`src/rtl/pipeline2_decode.sv`:
```
// Decode stage: register file with WB bypass, load-use hazard detection and BEQ/JMP resolution.
// Redirects go back to fetch; decoded operands leave through a registered ID/EX slot.
module pipeline2_decode #(
  parameter int unsigned PC_WIDTH     = 16,
  parameter int unsigned INSTR_WIDTH  = 32,
  parameter int unsigned N_REGS       = 32,
  parameter int unsigned FLUSH_CYCLES = 1
) (
  input  logic                   clk_in,
  input  logic                   RST,
  input  logic [INSTR_WIDTH-1:0] instr_in,
  input  logic [PC_WIDTH-1:0]    pc_in,
  input  logic                   wb_en,
  input  logic [4:0]             wb_addr,
  input  logic [31:0]            wb_data,
  output logic                   pc_chg,
  output logic [PC_WIDTH-1:0]    pc_tgt,
  output logic                   ex_valid,
  output logic [5:0]             ex_op,
  output logic [4:0]             ex_rd,
  output logic [31:0]            ex_rs_val,
  output logic [31:0]            ex_rt_val,
  output logic [31:0]            ex_imm,
  output logic [PC_WIDTH-1:0]    ex_pc
);

  localparam logic [5:0] OP_LW  = 6'h23;
  localparam logic [5:0] OP_BEQ = 6'h04;
  localparam logic [5:0] OP_JMP = 6'h02;
  localparam logic [5:0] OP_NOP = 6'h00;

  localparam logic [0:0] ST_RUN   = 1'b0;
  localparam logic [0:0] ST_FLUSH = 1'b1;

  localparam int unsigned CNT_W = (FLUSH_CYCLES > 1) ? $clog2(FLUSH_CYCLES) : 1;

  logic [31:0]         regs [N_REGS];
  logic [0:0]          state_q, state_d;
  logic [CNT_W-1:0]    cnt_q, cnt_d;

  logic [5:0]          op;
  logic [4:0]          rd, rs, rt;
  logic [31:0]         imm_sext, rs_val, rt_val;
  logic                hazard, redirect, bubble;

  logic                pc_chg_d, valid_d;
  logic [PC_WIDTH-1:0] pc_tgt_d, pc_d;
  logic [5:0]          op_d;
  logic [4:0]          rd_d;
  logic [31:0]         rs_val_d, rt_val_d, imm_d;

  assign op       = instr_in[31:26];
  assign rd       = instr_in[25:21];
  assign rs       = instr_in[20:16];
  assign rt       = instr_in[15:11];
  assign imm_sext = {{16{instr_in[15]}}, instr_in[15:0]};

  // A WB write landing this edge is visible to the instruction decoded this cycle.
  always_comb begin
    rs_val = '0;
    rt_val = '0;
    if (rs != 5'd0) rs_val = (wb_en && wb_addr == rs) ? wb_data : regs[rs];
    if (rt != 5'd0) rt_val = (wb_en && wb_addr == rt) ? wb_data : regs[rt];
  end

  assign hazard = ex_valid && (ex_op == OP_LW) && (ex_rd != 5'd0) &&
                  ((ex_rd == rs) || (ex_rd == rt));

  always_comb begin
    state_d  = state_q;
    cnt_d    = cnt_q;
    redirect = 1'b0;
    bubble   = 1'b0;
    pc_tgt_d = '0;

    if (state_q == ST_FLUSH) begin
      bubble = 1'b1;
      if (cnt_q == '0) state_d = ST_RUN;
      else             cnt_d   = cnt_q - 1'b1;
    end else if (hazard) begin
      // Hazard wins over a branch: the branch would compare stale operands.
      bubble   = 1'b1;
      redirect = 1'b1;
      pc_tgt_d = pc_in;
    end else if (op == OP_BEQ && rs_val == rt_val) begin
      redirect = 1'b1;
      pc_tgt_d = pc_in + PC_WIDTH'(1) + imm_sext[PC_WIDTH-1:0];
    end else if (op == OP_JMP) begin
      redirect = 1'b1;
      pc_tgt_d = imm_sext[PC_WIDTH-1:0];
    end

    if (redirect) begin
      state_d = ST_FLUSH;
      cnt_d   = CNT_W'(FLUSH_CYCLES - 1);
    end

    pc_chg_d = redirect;
    valid_d  = !bubble;
    op_d     = bubble ? OP_NOP : op;
    rd_d     = (bubble || op == OP_NOP) ? 5'd0 : rd;
    rs_val_d = bubble ? '0 : rs_val;
    rt_val_d = bubble ? '0 : rt_val;
    imm_d    = bubble ? '0 : imm_sext;
    pc_d     = bubble ? '0 : pc_in;
  end

  always_ff @(posedge clk_in or posedge RST) begin
    if (RST) begin
      for (int i = 0; i < int'(N_REGS); i++) regs[i] <= '0;
    end else if (wb_en && wb_addr != 5'd0) begin
      regs[wb_addr] <= wb_data;
    end
  end

  always_ff @(posedge clk_in or posedge RST) begin
    if (RST) begin
      state_q   <= ST_RUN;
      cnt_q     <= '0;
      pc_chg    <= 1'b0;
      pc_tgt    <= '0;
      ex_valid  <= 1'b0;
      ex_op     <= '0;
      ex_rd     <= '0;
      ex_rs_val <= '0;
      ex_rt_val <= '0;
      ex_imm    <= '0;
      ex_pc     <= '0;
    end else begin
      state_q   <= state_d;
      cnt_q     <= cnt_d;
      pc_chg    <= pc_chg_d;
      pc_tgt    <= pc_tgt_d;
      ex_valid  <= valid_d;
      ex_op     <= op_d;
      ex_rd     <= rd_d;
      ex_rs_val <= rs_val_d;
      ex_rt_val <= rt_val_d;
      ex_imm    <= imm_d;
      ex_pc     <= pc_d;
    end
  end

endmodule
```
`config.mk`:
```
export PLATFORM = sky130hd
export DESIGN_NAME = pipeline2_decode
export DESIGN_NICKNAME = d
export VERILOG_FILES = /design/src/rtl/pipeline2_decode.sv
export SDC_FILE = /design/constraint.sdc
export NUM_CORES = 2
export LEC_CHECK = 0
export ABC_AREA = 1
export BUFFER_PORTS_ARGS = -buffer_cell sky130_fd_sc_hd__buf_2
export CAP_MARGIN = 10
export CELL_PAD_IN_SITES_DETAIL_PLACEMENT = 1
export CELL_PAD_IN_SITES_GLOBAL_PLACEMENT = 2
export CORE_ASPECT_RATIO = 1.75
export CORE_MARGIN = 5
export CORE_UTILIZATION = 39
export DETAILED_ROUTE_END_ITERATION = 8
export HOLD_SLACK_MARGIN = 0.06
export PLACE_DENSITY_LB_ADDON = 0.1
export SLEW_MARGIN = 30
export SYNTH_ARGS = -nofsm -noshare
export SYNTH_HDL_FRONTEND = slang
export SYNTH_SLANG_ARGS = --single-unit
```
`constraint.sdc`:
```
create_clock -name clk_in -period 65.8 [get_ports clk_in]
set_input_delay 0 -clock clk_in [delete_from_list [all_inputs] [get_ports clk_in]]
set_output_delay 0 -clock clk_in [all_outputs]
set_load 0.02 [all_outputs]
```
==> results by group <==
Hold path
  • Hold_sp: wb_data[11]
  • Min-delay worst type: input port to flop
  • Worst Hold Depth: 4

Logic synthesis
  • Compound-Gate Fraction of Synth Area: between 10% and 20%
  • Post-Syn Area per Cell: about 7.0 um2
  • Post-synthesis xor/xnor area fraction: less than 1%
  • Synth area leaders: dfrtp_1, nand2_1, nand3_1
  • FF+latch count, synth: about 1100
  • Synth Area in Simple Gates: 29.47%
  • Yosys top cell by area: dfrtp_1
  • Yosys warnings: 0
  • Syn_nets: roughly 9400
  • Post-Syn Instances: between 9000 and 10000
  • Top_reg_cell synth: dfrtp_1
  • Distinct cells, synth: 43
  • Post-synthesis mux area share: 0%
  • Main combinational cell family by area after synthesis: simple AND/OR/NAND/NOR gates
  • Top-count cell post-synth: nand2_1
  • Synth cell count leaders: nand2_1, nand3_1, o21ai_0
  • Post-synth EDFFs: 0
  • Yosys top cell area share: between 40 and 50%
  • Async S/R FF share, synth: 100.0%
  • Adder-cell area share of the yosys netlist: less than 1%
  • Post-synthesis sequential area ratio: around 44%
  • Synthesized area: 0.06535 mm2

Power
  • Leak: approximately 36 nW
  • Pwr dens: roughly 29 mW/mm2
  • Logic pwr share: a little under a quarter
  • Peak VDD IR: 0.02194 mV
  • Sequential group share of total power: between 40 and 50%
  • Clock power share: between 30% and 40%
  • Internal power: 1.405 mW
  • Power Total: around 2.1 mW
  • Switching share of power: about a third
  • Psw: around 0.73 mW

Worst setup path
  • Worst EP required: between 60000 and 70000 ps
  • R2R depth: 9
  • CP Launch Type: input port
  • Start of the worst register-to-register path: ex_rd[0]
  • Worst setup path class: input port to flop
  • CP arrival: a little over 6000 ps
  • Worst-path fanout max: 80
  • Worst setup path start: instr_in[11]
  • R2r setup slk: between 60000 and 70000 ps
  • CP Capture Type: flop

Route
  • Drt total wl: 316.9 mm
  • DR vias: ~67000
  • DRT antenna net count: 0
  • Routed len/inst: 27.58 um
  • Via/cell ratio: ~5.8
  • Post-route DRC: 0
  • DR pass1 iterations: 6
  • Initial drt markers: about 6000

CTS
  • CTS tree: built
  • Post-CTS Resized: 0
  • Root Buffer: clkbuf_16
  • Clock edge transition at the registers on the reported setup and hold paths: approximately 70 ps
  • Setup bufs post-CTS: 0
  • Hold-fix buffers, CTS: 124
  • CTS Buf Count: between 100 and 150
  • Clock buffer depth: 3
  • TritonCTS sink count: about 1100
  • Clk Latency, worst-skew pair: 780 ps
  • Htree depth: 3

Floorplanning
  • Row cnt: between 150 and 200
  • Die area: about 0.18 mm2
  • Die span in y: between 500 and 600 um
  • Io pins: approximately 230
  • Die width: about 320 um
  • Effective utilization at floorplan: between 30% and 40%
  • Core ar.: between 0.15 and 0.2 mm2

Timing
  • Final Max Slew Viols: 0
  • Clock skew: 30.94 ps
  • Setup ws final: roughly 60000 ps
  • RSZ-0062 raised after global routing: no
  • Max Fclk: between 150 and 200 MHz
  • # setup viols final: 0
  • Setup TNS: 0 ps
  • Worst Tran Pin Value: about 1100 ps
  • Fin crit period: 5349 ps
  • Final hold vios: 0
  • Worst relative slew slack: approximately 30%
  • Final period utilization: under 10%

Flow run
  • Max cap viols: 0

Global route
  • First-pass GRT wire length: around 460 mm
  • Gr ovfl total: 0
  • Overall Global Routing Usage: approximately a third
  • Antenna violations before repair: 13
  • Number of global-route vias before repair: a little under 70000
  • Largest net degree at the start of global routing: about 140

Final layout
  • Layout cell share with drive strength beyond 1: 7.476%
  • Final Util: 43.71%
  • Layout area overhead: 11.36%
  • Nets: between 9000 and 10000
  • Filler cells: ~21000

Place
  • DP HPWL: around 190 mm
  • RePlAce Congestion: 0.9855
  • Port Buffers: between 200 and 250
  • Pre-CTS setup slack: between 50000 and 60000 ps

Run status
  • Status: finished, final reports clean
critical path: stages:
cell and delay, ps:
buf_8 380, buf_4 610, buf_4 760, buf_4 740
buf_4 740, o21ai_0 210, nand3_1 120, nand2_1 70
nand2_1 60, nand3_1 90, o21bai_1 540, nand2_1 260
nand3_1 150, nand2_1 70, nor3_1 130, nand2_1 90
nor2_1 420, nand4_1 180, a21oi_1 190
power by group through the flow:
stage / clock network, mW / logic (mW) / registers, mW
2_1_floorplan: 0 / 0.318 / 0.907
3_3_place_gp: 0 / 0.456 / 0.908
3_5_place_dp: 0 / 0.471 / 0.913
4_1_cts: 0.761 / 0.480 / 0.901
5_1_grt: 0.790 / 0.542 / 0.916
6_report: 0.750 / 0.485 / 0.903
worst paths after layout:
kind / end
min in group asynchronous: ex_rs_val[8]
max reg2reg: ex_rt_val[24]
max in group asynchronous: regs[764]
min: regs[267]
min reg2reg: regs[995]
max: pc_tgt[5]
registers in the layout, indices dropped and copies added (netlist names), 5 cells and up:
| name | count |
|---|---|
| regs | 1024 |
| pc_tgt | 16 |
| ex_rd | 5 |
| ex_rt_val | 32 |
| ex_pc | 16 |
| ex_op | 6 |
| ex_rs_val | 32 |
| ex_imm | 16 |
placed cells by master, fill, tap and decap left out, drive strengths merged, types with 9 or more instances in the layout:
master and n:
bufinv 15, a21oi 223, nand2 2975, clkbuf 160, inv 890, nor3 20
o211ai 325, o21bai 15, dfrtp 1149, ha 15, dlygate4sd3 124, nand4 22
diode 9, nand3 1226, xor2 11, clkinv 50, o21ai 1224, buf 381
nor2 397, or2 24
metrics by stage:
stage | cell area, um2 | hold slack (ps) | instances
2_1_floorplan | 65350 | 106.2 | 9321
3_3_place_gp | 67170 | 206.1 | 11130
3_5_place_dp | 67220 | 218.6 | 11130
4_1_cts | 72680 | 61.14 | 11480
5_1_grt | 72750 | 105.7 | 11480
6_report | 72770 | 83.13 | 11490
layer usage:
metal  wire length [um]  vias to the layer above  part of all wire [%]  track usage, %
met1             127600                    33800                    40           44.00
li1                   -                    29760                     -               -
met2             146700                     2546                    46           58.09
met5                 25                        -                0.0079               0
met3              20840                      805                   6.6           4.913
met4              21800                        4                   6.9           20.02
kinds of logic (layout without fill, tap and decap cells):
logic type                 after synthesis  in the layout
and+or+nand+nor                       4670           4670
AOI/OAI and AO/OA                     1808           1808
buffers and inverters                 1660           1622
DFF                                   1149           1149
xor gates and xnor gates                18             18
adders and majority gates               16             16
other                                    0              9
final cells by class:
type	instances	area (um2)	area share, %
clock buffer	160	3405	4.678
tap	2200	2753	3.783
inverter	893	3406	4.680
multi-input combinational	6512	29900	41.09
clock inverter	64	813.3	1.118
sequential	1149	28750	39.51
antenna	9	22.52	0.03095
timing repair buffer	505	3716	5.107
Note: power is estimated with default switching activity, not from simulation.
